$ cat src/rtl/cpu_pkg.sv
// Shared definitions for the memory arbiter: FSM states,
// default bus widths, requester IDs and a counter-width helper.
package cpu_pkg;

    localparam int CPU_AW = 32;
    localparam int CPU_DW = 32;

    // Requester identifiers used by the grant logic.
    localparam logic REQ_ID_I = 1'b0;
    localparam logic REQ_ID_D = 1'b1;

    typedef enum logic [1:0] {
        IDLE   = 2'd0,
        BUSY_I = 2'd1,
        BUSY_D = 2'd2
    } arb_state_e;

    // Bits needed to hold values 0..n (at least one bit).
    function automatic int cnt_w(input int n);
        return (n < 2) ? 1 : $clog2(n + 1);
    endfunction

endpackage

$ cat src/rtl/mem_arb_wdog.sv
// Busy-cycle watchdog: counts cycles without a memory response.
// Ports: clk, rst (async active-low), clear, enable -> expire.
import cpu_pkg::*;

module mem_arb_wdog #(
    parameter int TIMEOUT = 255
) (
    input  logic clk,
    input  logic rst,
    input  logic clear,
    input  logic enable,
    output logic expire
);

    localparam int CW = cnt_w(TIMEOUT);

    logic [CW-1:0] wait_cnt_q;
    logic [CW-1:0] wait_cnt_d;

    assign expire = (wait_cnt_q == CW'(TIMEOUT - 1));

    always_comb begin
        wait_cnt_d = wait_cnt_q;
        if (clear) begin
            wait_cnt_d = '0;
        end else if (enable && !expire) begin
            wait_cnt_d = wait_cnt_q + CW'(1);
        end
    end

    always_ff @(posedge clk or negedge rst) begin
        if (!rst) begin
            wait_cnt_q <= '0;
        end else begin
            wait_cnt_q <= wait_cnt_d;
        end
    end

endmodule

$ cat src/rtl/mem_arbiter.sv
// Two-requester (fetch / load-store) arbiter onto one memory port.
// Ports: i_* fetch side, d_* data side, mem_* registered memory port;
// clk, rst (async active-low). Data wins unless fetch is starved.
import cpu_pkg::*;

module mem_arbiter #(
    parameter int AW           = CPU_AW,
    parameter int DW           = CPU_DW,
    parameter int STARVE_LIMIT = 4,
    parameter int TIMEOUT      = 255
) (
    input  logic            clk,
    input  logic            rst,
    input  logic            i_req,
    input  logic [AW-1:0]   i_addr,
    output logic            i_ack,
    output logic [DW-1:0]   i_rdata,
    output logic            i_err,
    input  logic            d_req,
    input  logic            d_we,
    input  logic [DW/8-1:0] d_be,
    input  logic [AW-1:0]   d_addr,
    input  logic [DW-1:0]   d_wdata,
    output logic            d_ack,
    output logic [DW-1:0]   d_rdata,
    output logic            d_err,
    output logic            mem_req,
    output logic            mem_we,
    output logic [DW/8-1:0] mem_be,
    output logic [AW-1:0]   mem_addr,
    output logic [DW-1:0]   mem_wdata,
    input  logic [DW-1:0]   mem_rdata,
    input  logic            mem_ready
);

    localparam int BW = DW / 8;
    localparam int SW = cnt_w(STARVE_LIMIT);

    arb_state_e state_q, state_d;

    logic [SW-1:0] starve_cnt_q, starve_cnt_d;
    logic          mem_req_q, mem_req_d;
    logic          mem_we_q, mem_we_d;
    logic [BW-1:0] mem_be_q, mem_be_d;
    logic [AW-1:0] mem_addr_q, mem_addr_d;
    logic [DW-1:0] mem_wdata_q, mem_wdata_d;

    logic gnt_valid;
    logic gnt_id;
    logic starved;
    logic expire;
    logic busy;
    logic done;

    assign busy    = (state_q != IDLE);
    assign done    = mem_ready || expire;
    assign starved = (starve_cnt_q >= SW'(STARVE_LIMIT));

    mem_arb_wdog #(
        .TIMEOUT (TIMEOUT)
    ) u_wdog (
        .clk    (clk),
        .rst    (rst),
        .clear  (!busy),
        .enable (busy && !mem_ready),
        .expire (expire)
    );

    // Grant selection, only meaningful in IDLE.
    always_comb begin
        gnt_valid = 1'b0;
        gnt_id    = REQ_ID_D;
        if (state_q == IDLE) begin
            unique case (1'b1)
                (i_req && d_req && starved): begin
                    gnt_valid = 1'b1;
                    gnt_id    = REQ_ID_I;
                end
                (i_req && d_req && !starved): begin
                    gnt_valid = 1'b1;
                    gnt_id    = REQ_ID_D;
                end
                (i_req && !d_req): begin
                    gnt_valid = 1'b1;
                    gnt_id    = REQ_ID_I;
                end
                (d_req && !i_req): begin
                    gnt_valid = 1'b1;
                    gnt_id    = REQ_ID_D;
                end
                default: begin
                    gnt_valid = 1'b0;
                end
            endcase
        end
    end

    // Next-state and registered memory-port fields.
    always_comb begin
        state_d      = state_q;
        starve_cnt_d = starve_cnt_q;
        mem_we_d     = mem_we_q;
        mem_be_d     = mem_be_q;
        mem_addr_d   = mem_addr_q;
        mem_wdata_d  = mem_wdata_q;
        unique case (state_q)
            IDLE: begin
                if (gnt_valid && gnt_id == REQ_ID_I) begin
                    state_d      = BUSY_I;
                    starve_cnt_d = '0;
                    mem_we_d     = 1'b0;
                    mem_be_d     = '1;
                    mem_addr_d   = i_addr;
                    mem_wdata_d  = '0;
                end else if (gnt_valid) begin
                    state_d     = BUSY_D;
                    mem_we_d    = d_we;
                    mem_be_d    = d_be;
                    mem_addr_d  = d_addr;
                    mem_wdata_d = d_wdata;
                    // Only count data grants that made fetch wait.
                    if (!i_req) begin
                        starve_cnt_d = '0;
                    end else if (!starved) begin
                        starve_cnt_d = starve_cnt_q + SW'(1);
                    end
                end
            end
            BUSY_I, BUSY_D: begin
                if (done) begin
                    state_d = IDLE;
                end
            end
            default: begin
                state_d = IDLE;
            end
        endcase
        mem_req_d = (state_d != IDLE);
    end

    always_ff @(posedge clk or negedge rst) begin
        if (!rst) begin
            state_q      <= IDLE;
            starve_cnt_q <= '0;
            mem_req_q    <= 1'b0;
            mem_we_q     <= 1'b0;
            mem_be_q     <= '0;
            mem_addr_q   <= '0;
            mem_wdata_q  <= '0;
        end else begin
            state_q      <= state_d;
            starve_cnt_q <= starve_cnt_d;
            mem_req_q    <= mem_req_d;
            mem_we_q     <= mem_we_d;
            mem_be_q     <= mem_be_d;
            mem_addr_q   <= mem_addr_d;
            mem_wdata_q  <= mem_wdata_d;
        end
    end

    assign mem_req   = mem_req_q;
    assign mem_we    = mem_we_q;
    assign mem_be    = mem_be_q;
    assign mem_addr  = mem_addr_q;
    assign mem_wdata = mem_wdata_q;

    // Completion outputs; a timeout returns zero data with err set.
    always_comb begin
        i_ack   = 1'b0;
        i_err   = 1'b0;
        i_rdata = '0;
        d_ack   = 1'b0;
        d_err   = 1'b0;
        d_rdata = '0;
        if (state_q == BUSY_I) begin
            i_ack   = done;
            i_err   = !mem_ready && expire;
            i_rdata = mem_ready ? mem_rdata : '0;
        end
        if (state_q == BUSY_D) begin
            d_ack   = done;
            d_err   = !mem_ready && expire;
            d_rdata = mem_ready ? mem_rdata : '0;
        end
    end

endmodule

$ cat config.mk
export PLATFORM = sky130hd
export DESIGN_NAME = mem_arbiter
export DESIGN_NICKNAME = d
export VERILOG_FILES = /design/src/rtl/cpu_pkg.sv /design/src/rtl/mem_arb_wdog.sv /design/src/rtl/mem_arbiter.sv
export SDC_FILE = /design/constraint.sdc
export NUM_CORES = 1
export LEC_CHECK = 0
export ABC_AREA = 1
export CORE_UTILIZATION = 36
export DETAILED_ROUTE_END_ITERATION = 8
export GPL_TIMING_DRIVEN = 0
export PLACE_DENSITY_LB_ADDON = 0.12
export SLEW_MARGIN = 30
export SYNTH_ARGS = -nofsm -noshare
export SYNTH_HDL_FRONTEND = slang
export SYNTH_SLANG_ARGS = --single-unit
$ cat constraint.sdc
create_clock -name clk -period 2.25 [get_ports clk]
set_input_delay 0.45 -clock clk [delete_from_list [all_inputs] [get_ports clk]]
set_output_delay 0.45 -clock clk [all_outputs]
set_load 0.01 [all_outputs]
# [Word level (Yosys, flattened, before mapping)]
# Cells that the tools add are included.
[op_classes] n_mux=29 n_reduce_logical=24 order_cmp=1 eq_ne=5 n_shift=0 addsub=2 multipliers=0 div_mod_pow=0 bitwise_logic=1
[op_table] cell="32-bit two-way mux" n=7
[op_table] cell="8-bit two-way mux" n=2
[op_table] cell="3-bit two-way mux" n=4
[op_table] cell="1-bit two-way mux" n=10
[op_table] cell="1-bit logical AND" n=9
[op_table] cell="8-bit by 1-bit adder with 8-bit output (second input constant)" n=1
[op_table] cell="8-bit == test (second input constant)" n=1
[op_table] cell="4-bit two-way mux" n=2
[op_table] cell="2-bit two-way mux" n=3
[op_table] cell="2-bit nonzero test" n=3
[op_table] cell="1-bit zero test" n=5
[op_table] cell="2-bit case mux with 2 select lines" n=1
[op_table] cell="2-bit OR reduction" n=2
[op_table] cell="4-bit OR reduction" n=1
[op_table] cell="3-bit by 1-bit adder with 3-bit output (second input constant)" n=1
[op_table] cell="3-bit greater-or-equal comparator (second input constant)" n=1
[op_table] cell="3-bit by 2-bit inequality test with 1-bit output (second input constant)" n=1
[op_table] cell="3-bit AND reduction" n=1
[op_table] cell="2-bit by 1-bit == test with 1-bit output (second input constant)" n=1
[op_table] cell="2-bit == test (second input constant)" n=1
[op_table] cell="2-bit zero test" n=1
[op_table] cell="2-bit by 1-bit inequality test with 1-bit output (second input constant)" n=1
[op_table] cell="2-bit AND reduction" n=1
[op_table] cell="1-bit logical OR" n=1
[op_table] cell="1-bit NOT" n=1
[totals] latchBits=0 n_memories=0 output_inout_bits=138 register_bits=83 word_cells=70 romBits=0 input_bits=138 mem_bits_rw=0

# [Depth between registers and ports, before layout]
[logic_depth] word_depth=10 ltp_mapped=11 mapped_depth_nobuf=11

# [By module]
# Synthesis repeated with hierarchy kept, for this count alone.
[hier_totals] hier_cells=490 hier_area_um2=4162.7
[modules_own_cells] mod="mem_arbiter" cells_per_inst=419 area_per_inst_um2=3652.3 seq_area_each_um2=1876.8 instances=1
[modules_own_cells] mod="mem_arb_wdog" cells_per_inst=71 area_per_inst_um2=510.5 seq_area_each_um2=200.2 instances=1

# [Worst setup path after synthesis]
# OpenSTA, ideal clock, no wires.
[synth_path] path_type="register -> output" startpoint="register state_q[1]" endpoint="output port i_rdata[10]" t_required_ps=1800 slack_ps=528 path_stages_with_launch=6 path_buffers=1 arrival_ps=1272 cell_sequence="dfrtp_1 > inv_1 > ha_1 > clkinv_1 > clkbuf_1 > nor3_1"
[synth_via] elab_chain_cells=2
[synth_lines] item="start, declared" line_no="mem_arbiter.sv:39" rtl="arb_state_e state_q, state_d;"
[synth_lines] item="start signal, assigned" line_no="mem_arbiter.sv:151" rtl="state_q <= state_d;"
[synth_lines] item="2-bit by 1-bit == test with 1-bit output" line_no="mem_arbiter.sv:175" rtl="if (state_q == BUSY_I) begin"
[synth_lines] item="32-bit two-way mux" line_no="mem_arbiter.sv:175"
[synth_lines] item="end, declared" line_no="mem_arbiter.sv:17" rtl="output logic [DW-1:0] i_rdata,"
# No other way between the ends.

# [Worst setup path in the final report]
[layout_path] startpoint="register state_q[0]" endpoint="output port d_rdata[25]"
[layout_via] elab_chain_cells=2
[layout_lines] item="2-bit == test" line_no="mem_arbiter.sv:180" rtl="if (state_q == BUSY_D) begin"
[layout_lines] item="32-bit two-way mux" line_no="mem_arbiter.sv:180"
[layout_lines] item="end, declared" line_no="mem_arbiter.sv:25" rtl="output logic [DW-1:0] d_rdata,"
# No other way between the ends.

==> run_results.csv <==
group,metric,value,unit
sta,relSlewSlack,66.2,%
finish,syn_to_final_growth,79.6,%
synthesis,synth_edf_count,0,
synthesis,yosysUniqueCellTypes,25,
sta,setup_viol,0,
clocking,cts_root_buffer,"clkbuf_16",
setup_path,cpMaxStageDelayCell,"dfrtp_1",
placed_design,dp.cells,900,
setup_path,cp_max_fo,10,
power,switching_share,37.0,%
clocking,cts_tree,"built",
clocking,clk_pin_slew,60,ps
floorplan,fp.dieW,109,µm
power,clkPwrFrac,17.1,%
clocking,cts_num_sinks,83,
routing,antenna_left,0,
sta,period_share,96.6,%
synthesis,ys_seq_area_share,50.7,%
synthesis,synth.largest_area_cell,"dfrtp_1",
power,ir_worst_vdd,619,µV
finish,seq_area,0.00208,mm²
setup_path,critPathRequiredTime,1800,ps
floorplan,io_pins,276,
routing,viasPerCell,5.01,
power,p_int,5.09,mW
sta,fin_crit,2170,ps
finish,fin_cells,919,
floorplan,rows,38,
finish,postLayoutCellArea,0.00736,mm²
power,combPwrFrac,51.4,%
clocking,htreeDepth,3,
sta,slew_viol_final,0,
sta,hold_viol,0,
power,pwr-share-seq,31.5,%
finish,drive_above_1_share,17.6,%
setup_path,path_cells,"inv_1 -> ha_1 -> inv_4 -> buf_4 -> nor3_1 -> clkdlybuf4s15_2",
placed_design,dpl.hpwl,11400,µm
synthesis,avgSynthCellArea,8.46,µm²
grt,grt_pass1_wl,22300,µm
routing,drt_iter0_drc,207,
power,netSwitchingPower,2.99,mW
clocking,worstSkewPairLatency,340,ps
synthesis,synth.most_common_cell,"dfrtp_1",
finish,finalCoreUtilization,67.0,%
grt,grt_usage,24.6,%
finish,nNetsFinal,919,
grt,grt_start_max_net_pins,62,
setup_path,cp_top_family,"buffers and inverters",
synthesis,netlist_instances,484,
setup_path,arrival,1720,ps
routing,firstDrtPassIters,4,
floorplan,die_h,109,µm
outcome,status,"finished clean",
synthesis,synth-main-ff-cell,"dfrtp_1",
placed_design,placed_area,0.00705,mm²
setup_path,cp_slowest_stage_delay,420,ps
floorplan,die-area,0.0118,mm²
routing,routed_wirelength,14900,µm
synthesis,ys_ff_latch,83,
setup_path,criticalPathCategory,"reg2out",
sta,skew,5.90,ps
setup_path,cp.buffers_inverters,4,
clocking,cts_made_buffers,9,
placed_design,port_buffers,275,
power,power_density,1100,mW/mm²
synthesis,netlist_area,0.00410,mm²
sta,setup_tns,0,ps
hold_path,hp-class,"reg2reg",
synthesis,synth_top_area_share,50.7,%
sta,worst_pin_slew,507,ps
grt,grt-ovfl-total,0,
setup_path,rrSetupSlack,320,ps
setup_path,worst_setup_path_start_kind,"flip-flop",
finish,fillers,906,
routing,vias,4601,
placed_design,gp_congestion,0.791,
grt,antenna_found_initial,0,
floorplan,core_area,0.0110,mm²
routing,drc_errors,0,
synthesis,netlist_top_cells_area,"dfrtp_1 51%, nor3_1 8.1%, a21oi_1 7.9%",
floorplan,initial_utilization,37.3,%
routing,wl_per_cell,16.2,µm
synthesis,yosysWarningCount,0,
setup_path,worstSetupEndpointType,"primary output",
job,cap_viol_max_count,0,
synthesis,synth_fp_nets,629,
synthesis,synthTopCellsByCount,"83 x dfrtp_1, 71 x nand2_1, 66 x nor3_1",
sta,fmax,460,MHz
clocking,clockBufferDepth,2,
synthesis,synthArstFlopShare,100,%
finish,multiInputGateArea,0.00173,mm²
grt,grt_pass1_vias,4648,
power,power.leakage,3.32,nW
[path summary, 6_finish.rpt]
path	start	endpoint	cells after the start
max	state_q[0]$_DFF_PN0_	d_rdata[25]	6
min	starve_cnt_q[1]$_DFFE_PN0P_	starve_cnt_q[1]$_DFFE_PN0P_	1
max reg2reg	state_q[1]$_DFF_PN0_	mem_addr[16]$_DFFE_PN0P_	9
min reg2reg	starve_cnt_q[1]$_DFFE_PN0P_	starve_cnt_q[1]$_DFFE_PN0P_	1
max in group asynchronous	rst	state_q[1]$_DFF_PN0_	3
min in group asynchronous	rst	mem_wdata[19]$_DFFE_PN0P_	2
[power by group through the flow]
stage                     registers, mW  clock network, mW  logic [mW]
after floorplan                    2.82                  0        1.59
after CTS                          2.54               1.41        4.17
after detailed placement           2.54                  0        4.15
final                              2.55               1.38        4.15
after global routing               2.63               1.47        4.50
after global placement             2.54                  0        4.06
[flip-flops by register name, summed over array words and instances, names as in the netlist]
register / flops
mem_req: 1
mem_be: 4
mem_wdata: 32
starve_cnt_q: 3
state_q: 2
mem_addr: 32
u_wdog.wait_cnt_q: 8
mem_we: 1
[layout by cell type, fill, tap and decap left out, types with 5 or more instances in the layout]
cell,netlist,layout
clkdlybuf4s50_1,0,205
dfrtp_1,83,82
nand2_1,71,69
a21oi_1,65,65
nor3_1,66,53
inv_1,49,47
nor2_1,40,39
a22o_1,33,33
buf_2,11,28
clkdlybuf4s15_2,0,26
clkbuf_2,0,19
nor3_2,0,13
clkbuf_16,0,9
buf_4,1,8
inv_2,5,7
nand3_1,7,7
dlygate4sd2_1,0,7
ha_1,7,6
clkbuf_8,0,5
o21ai_0,5,5
clkbuf_1,16,5
[logic make-up (layout without fill, tap and decap cells)]
kind of cell | count (synthesis) | count (layout) | share of synthesized area, %
other cells | 0 | 1 | 0
flops | 83 | 83 | 50.7
fa+ha+maj | 7 | 7 | 2.14
simple gates | 192 | 192 | 20.6
xor+xnor | 3 | 3 | 0.642
buf+inv | 89 | 383 | 8.95
compound gates | 110 | 110 | 17.0
[stage by stage]
| stage | setup slack, ps | hold slack [ps] | total power, mW |
|---|---|---|---|
| CTS | -13.1 | 505 | 8.13 |
| floorplan | 528 | 154 | 4.41 |
| global placement | -2290 | 476 | 6.60 |
| global route | -1.04 | 524 | 8.60 |
| detailed placement | -659 | 316 | 6.70 |
| finish | 77.1 | 501 | 8.08 |
[what timing repair did]
action / CTS / global route
setup endpoints to repair: 68 / 54
hold endpoints to repair: 22 / 0
gates resized for setup: 216 / 59
hold buffers: 1 / 0
pin swaps: 0 / 1
buffers inserted: 1 / 1
[routing by layer]
layer,up-vias,GRT usage (%),wire (µm)
met5,-,0,0
met2,185,46.4,7780
met3,23,7.65,1330
li1,2195,-,-
met4,0,10.2,379
met1,2198,24.8,5390
[layout make-up]
class	instances	area share [%]
Tap cell	140	2.38
Multi-Input combinational cell	312	23.5
Clock inverter	4	0.357
Clock buffer	11	3.44
Sequential cell	83	28.3
Antenna cell	1	0.0340
Timing Repair Buffer	279	36.1
Buffer	33	2.98
Inverter	56	2.93
Note: power is estimated with default switching activity, not from simulation.
